**src/rtl/adder_share_arb_if.sv**
```systemverilog
// ---------------------------------------------------------------------------
// adder_share_arb_if
// Bundle of the request, shared-adder and response signals of adder_share_arb.
//   req_valid/req_ready/req_a/req_b : N_REQ requesters, operand slice i at
//                                     [i*WIDTH +: WIDTH]
//   add_a/add_b/add_sum             : link to the external combinational adder
//   resp_valid/resp_ready/resp_sum/
//   resp_id/resp_carry              : tagged result channel
//   err                             : sticky adder self-check error
// Modports: slave = arbiter side, master = client/adder side.
// ---------------------------------------------------------------------------
interface adder_share_arb_if #(
    parameter int N_REQ = 4,
    parameter int WIDTH = 32,
    parameter int ID_W  = 2
);
    logic [N_REQ-1:0]       req_valid;
    logic [N_REQ-1:0]       req_ready;
    logic [N_REQ*WIDTH-1:0] req_a;
    logic [N_REQ*WIDTH-1:0] req_b;
    logic [WIDTH-1:0]       add_a;
    logic [WIDTH-1:0]       add_b;
    logic [WIDTH-1:0]       add_sum;
    logic                   resp_valid;
    logic                   resp_ready;
    logic [WIDTH-1:0]       resp_sum;
    logic [ID_W-1:0]        resp_id;
    logic                   resp_carry;
    logic                   err;

    modport slave (
        input  req_valid, req_a, req_b, add_sum, resp_ready,
        output req_ready, add_a, add_b, resp_valid, resp_sum, resp_id,
               resp_carry, err
    );

    modport master (
        output req_valid, req_a, req_b, add_sum, resp_ready,
        input  req_ready, add_a, add_b, resp_valid, resp_sum, resp_id,
               resp_carry, err
    );
endinterface

```
**src/rtl/adder_share_arb.sv**
```systemverilog
// ---------------------------------------------------------------------------
// adder_share_arb
// Round-robin sequencer that time-shares one external combinational adder
// among N_REQ requesters. One operation every 3 cycles at best:
// IDLE (grant + latch operands) -> EXEC (adder driven, sum registered)
// -> RESP (held until resp_ready).
// Ports:
//   clk    : rising-edge clock
//   rst_n  : asynchronous active-low reset
//   bus    : adder_share_arb_if.slave (requests, adder link, response, err)
// Optional feature: define ADD_SELFCHECK_EN to compare add_sum against an
// internal reference adder in EXEC; a mismatch sets the sticky err flag.
// Without it err is tied 0 and no internal adder exists.
// ---------------------------------------------------------------------------
module adder_share_arb #(
    parameter int N_REQ = 4,
    parameter int WIDTH = 32,
    parameter int ID_W  = 2
) (
    input  logic             clk,
    input  logic             rst_n,
    adder_share_arb_if.slave bus
);
    typedef enum logic [1:0] {IDLE, EXEC, RESP} state_t;

    state_t           state_q, state_d;
    logic [ID_W-1:0]  ptr_q;      // last granted requester
    logic [ID_W-1:0]  gid_q;      // owner of the operation in flight
    logic [WIDTH-1:0] op_a_q, op_b_q;
    logic [WIDTH-1:0] resp_sum_q;
    logic [ID_W-1:0]  resp_id_q;
    logic             resp_carry_q;
    logic             resp_valid_q;

    logic             found;
    logic [ID_W-1:0]  gnt;
    logic [N_REQ-1:0] ready_d;
    logic             accept, exec, done;

    // Round-robin search starting after ptr_q. Walking offsets from the
    // farthest to the nearest lets the nearest valid requester win.
    always_comb begin
        int idx;
        found = 1'b0;
        gnt   = '0;
        idx   = 0;
        for (int k = N_REQ; k >= 1; k--) begin
            idx = int'(ptr_q) + k;
            if (idx >= N_REQ) idx = idx - N_REQ;
            if (bus.req_valid[idx]) begin
                found = 1'b1;
                gnt   = ID_W'(idx);
            end
        end
    end

    always_comb begin
        state_d = state_q;
        ready_d = '0;
        accept  = 1'b0;
        exec    = 1'b0;
        done    = 1'b0;
        case (state_q)
            IDLE: begin
                if (found) begin
                    accept       = 1'b1;
                    ready_d[gnt] = 1'b1;
                    state_d      = EXEC;
                end
            end
            EXEC: begin
                exec    = 1'b1;
                state_d = RESP;
            end
            RESP: begin
                if (bus.resp_ready) begin
                    done    = 1'b1;
                    state_d = IDLE;
                end
            end
            default: state_d = IDLE;
        endcase
    end

    always_ff @(posedge clk or negedge rst_n) begin
        if (!rst_n) begin
            state_q      <= IDLE;
            ptr_q        <= ID_W'(N_REQ - 1);
            gid_q        <= '0;
            op_a_q       <= '0;
            op_b_q       <= '0;
            resp_sum_q   <= '0;
            resp_id_q    <= '0;
            resp_carry_q <= 1'b0;
            resp_valid_q <= 1'b0;
        end else begin
            state_q <= state_d;
            if (accept) begin
                op_a_q <= bus.req_a[int'(gnt)*WIDTH +: WIDTH];
                op_b_q <= bus.req_b[int'(gnt)*WIDTH +: WIDTH];
                gid_q  <= gnt;
                ptr_q  <= gnt;
            end
            if (exec) begin
                resp_sum_q   <= bus.add_sum;
                // unsigned wrap detected without a wider adder
                resp_carry_q <= (bus.add_sum < op_a_q);
                resp_id_q    <= gid_q;
                resp_valid_q <= 1'b1;
            end
            if (done) resp_valid_q <= 1'b0;
        end
    end

    // Operand registers only change on accept, so the adder inputs are
    // stable through EXEC/RESP and keep their last values in IDLE.
    assign bus.add_a      = op_a_q;
    assign bus.add_b      = op_b_q;
    assign bus.req_ready  = ready_d;
    assign bus.resp_valid = resp_valid_q;
    assign bus.resp_sum   = resp_sum_q;
    assign bus.resp_id    = resp_id_q;
    assign bus.resp_carry = resp_carry_q;

`ifdef ADD_SELFCHECK_EN
    logic [WIDTH-1:0] ref_sum;
    logic             err_q;

    assign ref_sum = op_a_q + op_b_q;

    always_ff @(posedge clk or negedge rst_n) begin
        if (!rst_n)                             err_q <= 1'b0;
        else if (exec && ref_sum != bus.add_sum) err_q <= 1'b1;
    end

    assign bus.err = err_q;
`else
    assign bus.err = 1'b0;
`endif
endmodule

```
**src/flat_wrapper.sv**
```systemverilog
// flat-port wrapper written by rule: the top's interface ports become plain ports
module adder_share_arb_flat 
#(
    parameter int N_REQ = 4,
    parameter int WIDTH = 32,
    parameter int ID_W  = 2
)
  (clk, rst_n, bus_req_valid, bus_req_a, bus_req_b, bus_add_sum, bus_resp_ready, bus_req_ready, bus_add_a, bus_add_b, bus_resp_valid, bus_resp_sum, bus_resp_id, bus_resp_carry, bus_err);
  adder_share_arb_if #(.N_REQ(N_REQ), .WIDTH(WIDTH), .ID_W(ID_W)) bus_i ();
  input  logic clk;
  input  logic rst_n;
  input wire logic [$bits(bus_i.req_valid)-1:0] bus_req_valid;
  input wire logic [$bits(bus_i.req_a)-1:0] bus_req_a;
  input wire logic [$bits(bus_i.req_b)-1:0] bus_req_b;
  input wire logic [$bits(bus_i.add_sum)-1:0] bus_add_sum;
  input wire logic [$bits(bus_i.resp_ready)-1:0] bus_resp_ready;
  output wire logic [$bits(bus_i.req_ready)-1:0] bus_req_ready;
  output wire logic [$bits(bus_i.add_a)-1:0] bus_add_a;
  output wire logic [$bits(bus_i.add_b)-1:0] bus_add_b;
  output wire logic [$bits(bus_i.resp_valid)-1:0] bus_resp_valid;
  output wire logic [$bits(bus_i.resp_sum)-1:0] bus_resp_sum;
  output wire logic [$bits(bus_i.resp_id)-1:0] bus_resp_id;
  output wire logic [$bits(bus_i.resp_carry)-1:0] bus_resp_carry;
  output wire logic [$bits(bus_i.err)-1:0] bus_err;
  assign bus_i.req_valid = bus_req_valid;
  assign bus_i.req_a = bus_req_a;
  assign bus_i.req_b = bus_req_b;
  assign bus_i.add_sum = bus_add_sum;
  assign bus_i.resp_ready = bus_resp_ready;
  assign bus_req_ready = bus_i.req_ready;
  assign bus_add_a = bus_i.add_a;
  assign bus_add_b = bus_i.add_b;
  assign bus_resp_valid = bus_i.resp_valid;
  assign bus_resp_sum = bus_i.resp_sum;
  assign bus_resp_id = bus_i.resp_id;
  assign bus_resp_carry = bus_i.resp_carry;
  assign bus_err = bus_i.err;
  adder_share_arb #(.N_REQ(N_REQ), .WIDTH(WIDTH), .ID_W(ID_W)) u_core (.clk(clk), .rst_n(rst_n), .bus(bus_i));
endmodule
```
**config.mk**
```make
export PLATFORM = sky130hd
export DESIGN_NAME = adder_share_arb_flat
export DESIGN_NICKNAME = d
export VERILOG_FILES = /design/src/rtl/adder_share_arb_if.sv /design/src/rtl/adder_share_arb.sv /design/src/flat_wrapper.sv
export SDC_FILE = /design/constraint.sdc
export NUM_CORES = 1
export LEC_CHECK = 0
export BUFFER_PORTS_ARGS = -buffer_cell sky130_fd_sc_hd__buf_2
export CAP_MARGIN = 20
export CORE_AREA = 2 2 153 155
export CTS_BUF_LIST = sky130_fd_sc_hd__clkbuf_8
export CTS_CLUSTER_DIAMETER = 100
export DETAILED_ROUTE_END_ITERATION = 10
export DIE_AREA = 0 0 155 157
export PLACE_DENSITY_LB_ADDON = 0.25
export SLEW_MARGIN = 20
export SYNTH_ARGS = -nofsm -noshare
export SYNTH_HDL_FRONTEND = slang
export SYNTH_SLANG_ARGS = --single-unit
```
**constraint.sdc**
```tcl
create_clock -name clk -period 2.5 [get_ports clk]
set_input_delay 0.25 -clock clk [delete_from_list [all_inputs] [get_ports clk]]
set_output_delay 0.25 -clock clk [all_outputs]
set_load 0.1 [all_outputs]
```
[Yosys cells after proc, flatten, opt, wreduce, memory -nomap -nowiden]
Cells that the tools add are included.
Word-level totals
  bits in registers: 106
  latch bits: 0
  RAM bits: 0
  memory bits (read-only): 0
  input port bits: 295
  output and inout port bits: 105
  logic and storage cells: 76
  memories: 0
Cells by class
  add/subtract/negate cells: 8
  $mul: 0
  div/mod/pow operators: 0
  order comparisons: 11
  equal/unequal tests: 4
  shift-type cells: 2
  muxes and demuxes: 38
  bitwise operators: 0
  reduce and logical (&&, ||, !) cells: 4
Operators with widths (count)
  $shiftx A128 B8 Y32: 2
  $ge A32 B4 Y1 const B: 4
  $lt A32 B4 Y1 const B: 4
  $mux W32: 4
  $sub A32 B4 Y32 const B: 4
  $lt A32 B32 Y1: 1
  $mux W1: 20
  $mux W2: 6
  $bmux W1 S2: 4
  $mux W4: 2
  $add A2 B2 Y3 const B: 2
  $pmux W2 S3: 1
  $add A2 B3 Y4 const B: 1
  $add A2 B1 Y3 const B: 1
  $lt A2 B3 Y1 const B: 1
  $demux W1 S2: 1
  $eq A2 B1 Y1 const B: 1
  $eq A2 B2 Y1 const B: 1
  $ge A2 B1 Y1 const B: 1
  $logic_not A2 Y1: 1
  $ne A2 B1 Y1 const B: 1
  $ne A2 B2 Y1 const B: 1
  $reduce_and A2 Y1: 1
  $reduce_bool A2 Y1: 1
  $logic_and A1 B1 Y1: 1

[Logic depth before layout (Yosys ltp)]
  depth after elaboration: 16
  gate-level depth with buffers: 8

[Worst setup path before layout]
Ideal clock, no wire load.
  kind: flip-flop to output port
  start: register u_core.ptr_q[1]
  end: output bus_req_ready[0]
  arrival time: 3.566 ns
  slack: -1.316 ns
  cell stages (with the launch flop): 7
  buffers on the path: 2
  cell sequence: dfstp_2 -> mux2i_1 -> o22a_1 -> o21a_1 -> buf_6 -> buf_2 -> nor3b_1
On the way
  word-level cells in the longest chain between the ends: 16
RTL lines
  from (decl): RTL line adder_share_arb.sv:27  | logic [ID_W-1:0] ptr_q;
  from (signal assigned): RTL line adder_share_arb.sv:88  | ptr_q <= ID_W'(N_REQ - 1);
  from (signal assigned): RTL line adder_share_arb.sv:102  | ptr_q <= gnt;
  $add A2 B3 Y4: RTL line adder_share_arb.sv:48  | idx = int'(ptr_q) + k;
  $sub A32 B4 Y32 / $ge A32 B4 Y1 (equally long branches): RTL line adder_share_arb.sv:49  | if (idx >= N_REQ) idx = idx - N_REQ;
  $mux W32: RTL line adder_share_arb.sv:49
  $bmux W1 S2: RTL line adder_share_arb.sv:50  | if (bus.req_valid[idx]) begin
  $mux W1 (implied by the code) (2 in series): RTL line adder_share_arb.sv:50
  $mux W2 (4 in series): RTL line adder_share_arb.sv:50
  $lt A2 B3 Y1 (implied by the code) / $ge A2 B1 Y1 (equally long branches): RTL line adder_share_arb.sv:67  | ready_d[gnt] = 1'b1;
  $logic_and A1 B1 Y1 (implied by the code): RTL line adder_share_arb.sv:67
  $mux W1 (implied by the code): RTL line adder_share_arb.sv:67
  $demux W1 S2
  $mux W4 *: RTL line adder_share_arb.sv:65  | if (found) begin
  $mux W4 *: RTL line adder_share_arb.sv:63  | case (state_q)
  to (decl): RTL line flat_wrapper.sv:17  | output wire logic [$bits(bus_i.req_ready)-1:0] bus_req_ready;
Mark *: on every way between the ends. The rest lies on a longest branch, timed or not. The select of a mux whose other input is x is not followed.

[Final worst setup path]
Same ends and word-level chain as after synthesis.

==> impl_metrics.yaml <==
run_status:
  outcome: "complete, no violations"
detailed_routing:
  drtPass1Iterations: 4
  routed-via-count: 5683
  routed_wirelength_um: 21300
  antenna_left: 0
  vias_per_cell: 4.74
  routedWlPerCell_um: 17.7
  drt_first_iter_violations: 244
  drc: 0
global_route:
  first_global_vias: 5929
  grt_start_max_net_pins: 53
  globalRoute.totalOverflow: 0
  grt_antenna_before_repair: 2
  total_routing_resource_utilization_after_global_routing_pct: 17.1
  wire_length_of_the_first_global_routing_pass_um: 31900
synth:
  count_of_state_elements_after_synthesis: 106
  synth.top_cell.area_share_pct: 40.9
  synth_async_sr_flop_share_pct: 100
  synth_cells: 514
  number_of_flops_mapped_to_enable_cells_by_yosys: 0
  yosysWarningCount: 0
  synth-main-ff-cell: "sky130_fd_sc_hd__dfrtp_1"
  syn_avg_cell_area_um2: 12.4
  yosys-top-cells-count: "sky130_fd_sc_hd__nand2_1 (118), sky130_fd_sc_hd__dfrtp_1 (104), sky130_fd_sc_hd__mux2_2 (64), sky130_fd_sc_hd__mux4_2 (64), sky130_fd_sc_hd__inv_1 (34)"
  yosysUniqueCellTypes: 39
  mappedNetlistArea_um2: 6360
  synth.yosys.seq_area_share_pct: 41.8
  post-synth-top-area-cell: "sky130_fd_sc_hd__dfrtp_1"
  synth_most_common_cell: "sky130_fd_sc_hd__nand2_1"
  synth_top_cells_by_area: "sky130_fd_sc_hd__dfrtp_1 (41%), sky130_fd_sc_hd__mux4_2 (23%), sky130_fd_sc_hd__mux2_2 (11%), sky130_fd_sc_hd__nand2_1 (7.0%), sky130_fd_sc_hd__ha_1 (6.1%)"
  synthesis.nets: 840
sta:
  min_clock_period_post_route_ps: 2360
  rsz_0062_raised_after_global_routing: "false"
  worstMarginPinSlew_ps: 516
  setup_viol: 0
  fmax_ghz: 0.423
  final-max-slew-violation-count: 0
  report.final.hold_viol_count: 0
  worst_clock_skew_ps: 22.7
  final.hold.worst_slack_ps: 67.4
  relSlewSlack_pct: 65.9
  post-route-period-util_pct: 94.6
cts:
  clock_sink_count: 106
  clkTransAtPathRegs_ps: 110
  tritoncts_clock_tree: "done"
  cts_buffer_depth: 2
  root_cell_of_the_clock_tree: "sky130_fd_sc_hd__clkbuf_8"
  cts_buffers: 9
  worst_skew_pair.late_latency_ps: 390
  cts-htree-levels: 3
run:
  number_of_max_cap_violations: 0
critical_path:
  cp_top_family: "flip-flops"
  critical_path_class: "reg2out"
  crit_path_start_kind: "flop"
  critPathMaxStageDelay_ps: 600
  timing.critical_path.fanout_max: 7
  worstPathArrival_ps: 2110
  worst-path-buf-inv: 2
  worst_setup_path_end_kind: "output pin"
  critical-path-slowest-cell: "sky130_fd_sc_hd__dfstp_2"
  worst_path_required_ps: 2250
  crit_chain: "mux2i_1 > o22a_1 > o21a_4 > buf_4 > nor3b_4 > buf_12"
floorplan:
  starting_utilization_of_the_core_area_pct: 28.2
  die_width_um: 155
  core_area_um2: 22500
  num_rows: 55
  floorplan.die_area_um2: 24300
  num_io_pins: 400
  die_y_um: 157
placement:
  placement.cell_area_um2: 8820
  port-buffer-count: 398
  hpwlAfterDp_um: 17100
  place_congestion: 0.798
final_layout:
  fin_nets: 1236
  final_layout_size_suffix_gt1_share_pct: 62.2
  final_cell_utilization_of_the_core_pct: 40.2
  syn2layout_area_growth_pct: 42.3
  post-route-cell-area_um2: 9040
  antenna_diodes: 0
worst_hold_path:
  hold_path.class: "in2reg"
-- per-stage QoR --
step	std cells	TNS (ps)	setup WS (ps)
6_report	1200	0	135
5_1_grt	1200	0	35.8
4_1_cts	1198	0	6.05
3_5_place_dp	1181	0	125
3_3_place_gp	1181	0	169
2_1_floorplan	514	-14.0	-14.0
-- registers in the layout, summed over array words and instances, names as in the netlist --
name                   flops
u_core.ptr_q               2
u_core.bus.resp_sum       32
u_core.bus.resp_id         2
u_core.gid_q               2
u_core.bus.add_a          32
u_core.state_q             2
u_core.bus.add_b          32
u_core.bus.resp_valid      1
u_core.bus.resp_carry      1
-- worst register-to-register path: stages (launching register included) --
cell and delay (ps):
sky130_fd_sc_hd__dfstp_2 600, sky130_fd_sc_hd__mux2i_1 190, sky130_fd_sc_hd__o22a_1 170, sky130_fd_sc_hd__o21a_4 180, sky130_fd_sc_hd__buf_12 250, sky130_fd_sc_hd__mux4_2 580, sky130_fd_sc_hd__mux2_2 270
-- cell usage in the layout (no fill, tap or decap), drive strengths merged, types with 2 or more instances in the layout --
cell type / n
o211ai: 2
a31oi: 2
a21oi: 12
inv: 37
nand4: 2
mux2: 64
a211oi: 3
o21ai: 4
buf: 415
dfrtp: 104
and4: 2
a21o: 2
o21a: 5
mux4: 64
nor2: 5
nand2: 118
dfstp: 2
and3: 3
a221oi: 2
ha: 31
nor3: 3
clkinv: 3
nand2b: 7
clkbuf: 11
-- metal layers --
layer  part of all wire (%)  wire, µm  global-route usage (%)  up-vias
met5                   0.11        23                       0        -
met4                   0.66       141                    3.88        4
met3                    7.2      1540                    4.07       11
met2                     53     11300                    31.9      263
met1                     39      8300                    19.8     2756
li1                       -         -                       -     2649
-- logic make-up (layout without fill, tap and decap cells) --
| group | after synthesis | in the layout | share of synthesized area (%) |
|---|---|---|---|
| multiplexers | 129 | 129 | 34.2 |
| buffers and inverters | 66 | 467 | 4.72 |
| adder cells (fa/ha/maj) | 31 | 31 | 6.10 |
| other | 1 | 1 | 0.0590 |
| flip-flops | 106 | 106 | 41.8 |
| AND/OR/NAND/NOR | 144 | 144 | 9.35 |
| AO/OA/AOI/OAI | 37 | 37 | 3.82 |
-- path summary, 6_finish.rpt --
kind,from,end,slack (ps),depth (start not counted)
worst min register to register,u_core.bus.resp_sum[8]$_DFFE_PN0P_,u_core.bus.resp_sum[8]$_DFFE_PN0P_,480,2
worst min-delay path,bus_add_sum[24],u_core.bus.resp_sum[24]$_DFFE_PN0P_,70,3
worst max-delay path,u_core.ptr_q[1]$_DFFE_PN1P_,bus_req_ready[0],140,6
worst max register to register,u_core.ptr_q[1]$_DFFE_PN1P_,u_core.bus.add_a[8]$_DFFE_PN0P_,140,6
min in group asynchronous,rst_n,u_core.bus.add_a[13]$_DFFE_PN0P_,350,2
max in group asynchronous,rst_n,u_core.ptr_q[0]$_DFFE_PN1P_,1370,3
-- timing repair --
| item | in CTS | in global routing |
|---|---|---|
| endpoints found under the setup margin | 1 | 3 |
| hold endpoints to repair | 31 | 0 |
| hold buffers | 1 | 0 |
| setup buffers | 0 | 2 |
| gates resized for setup | 1 | 2 |
| pin swaps | 0 | 0 |
-- cell type report --
| cell class | instances | area [µm²] |
|---|---|---|
| multi-input cells | 342 | 3460 |
| well taps | 285 | 357 |
| repair buffers | 416 | 2250 |
| clock buffers | 11 | 151 |
| inverters | 35 | 131 |
| flip-flops and latches | 106 | 2660 |
| clock inverters | 5 | 38.8 |
| fillers | 2280 | 13500 |
Power is left out: the tool's default activity adds up to more than one toggle a clock period on the data nets, which glitch-free logic cannot reach.
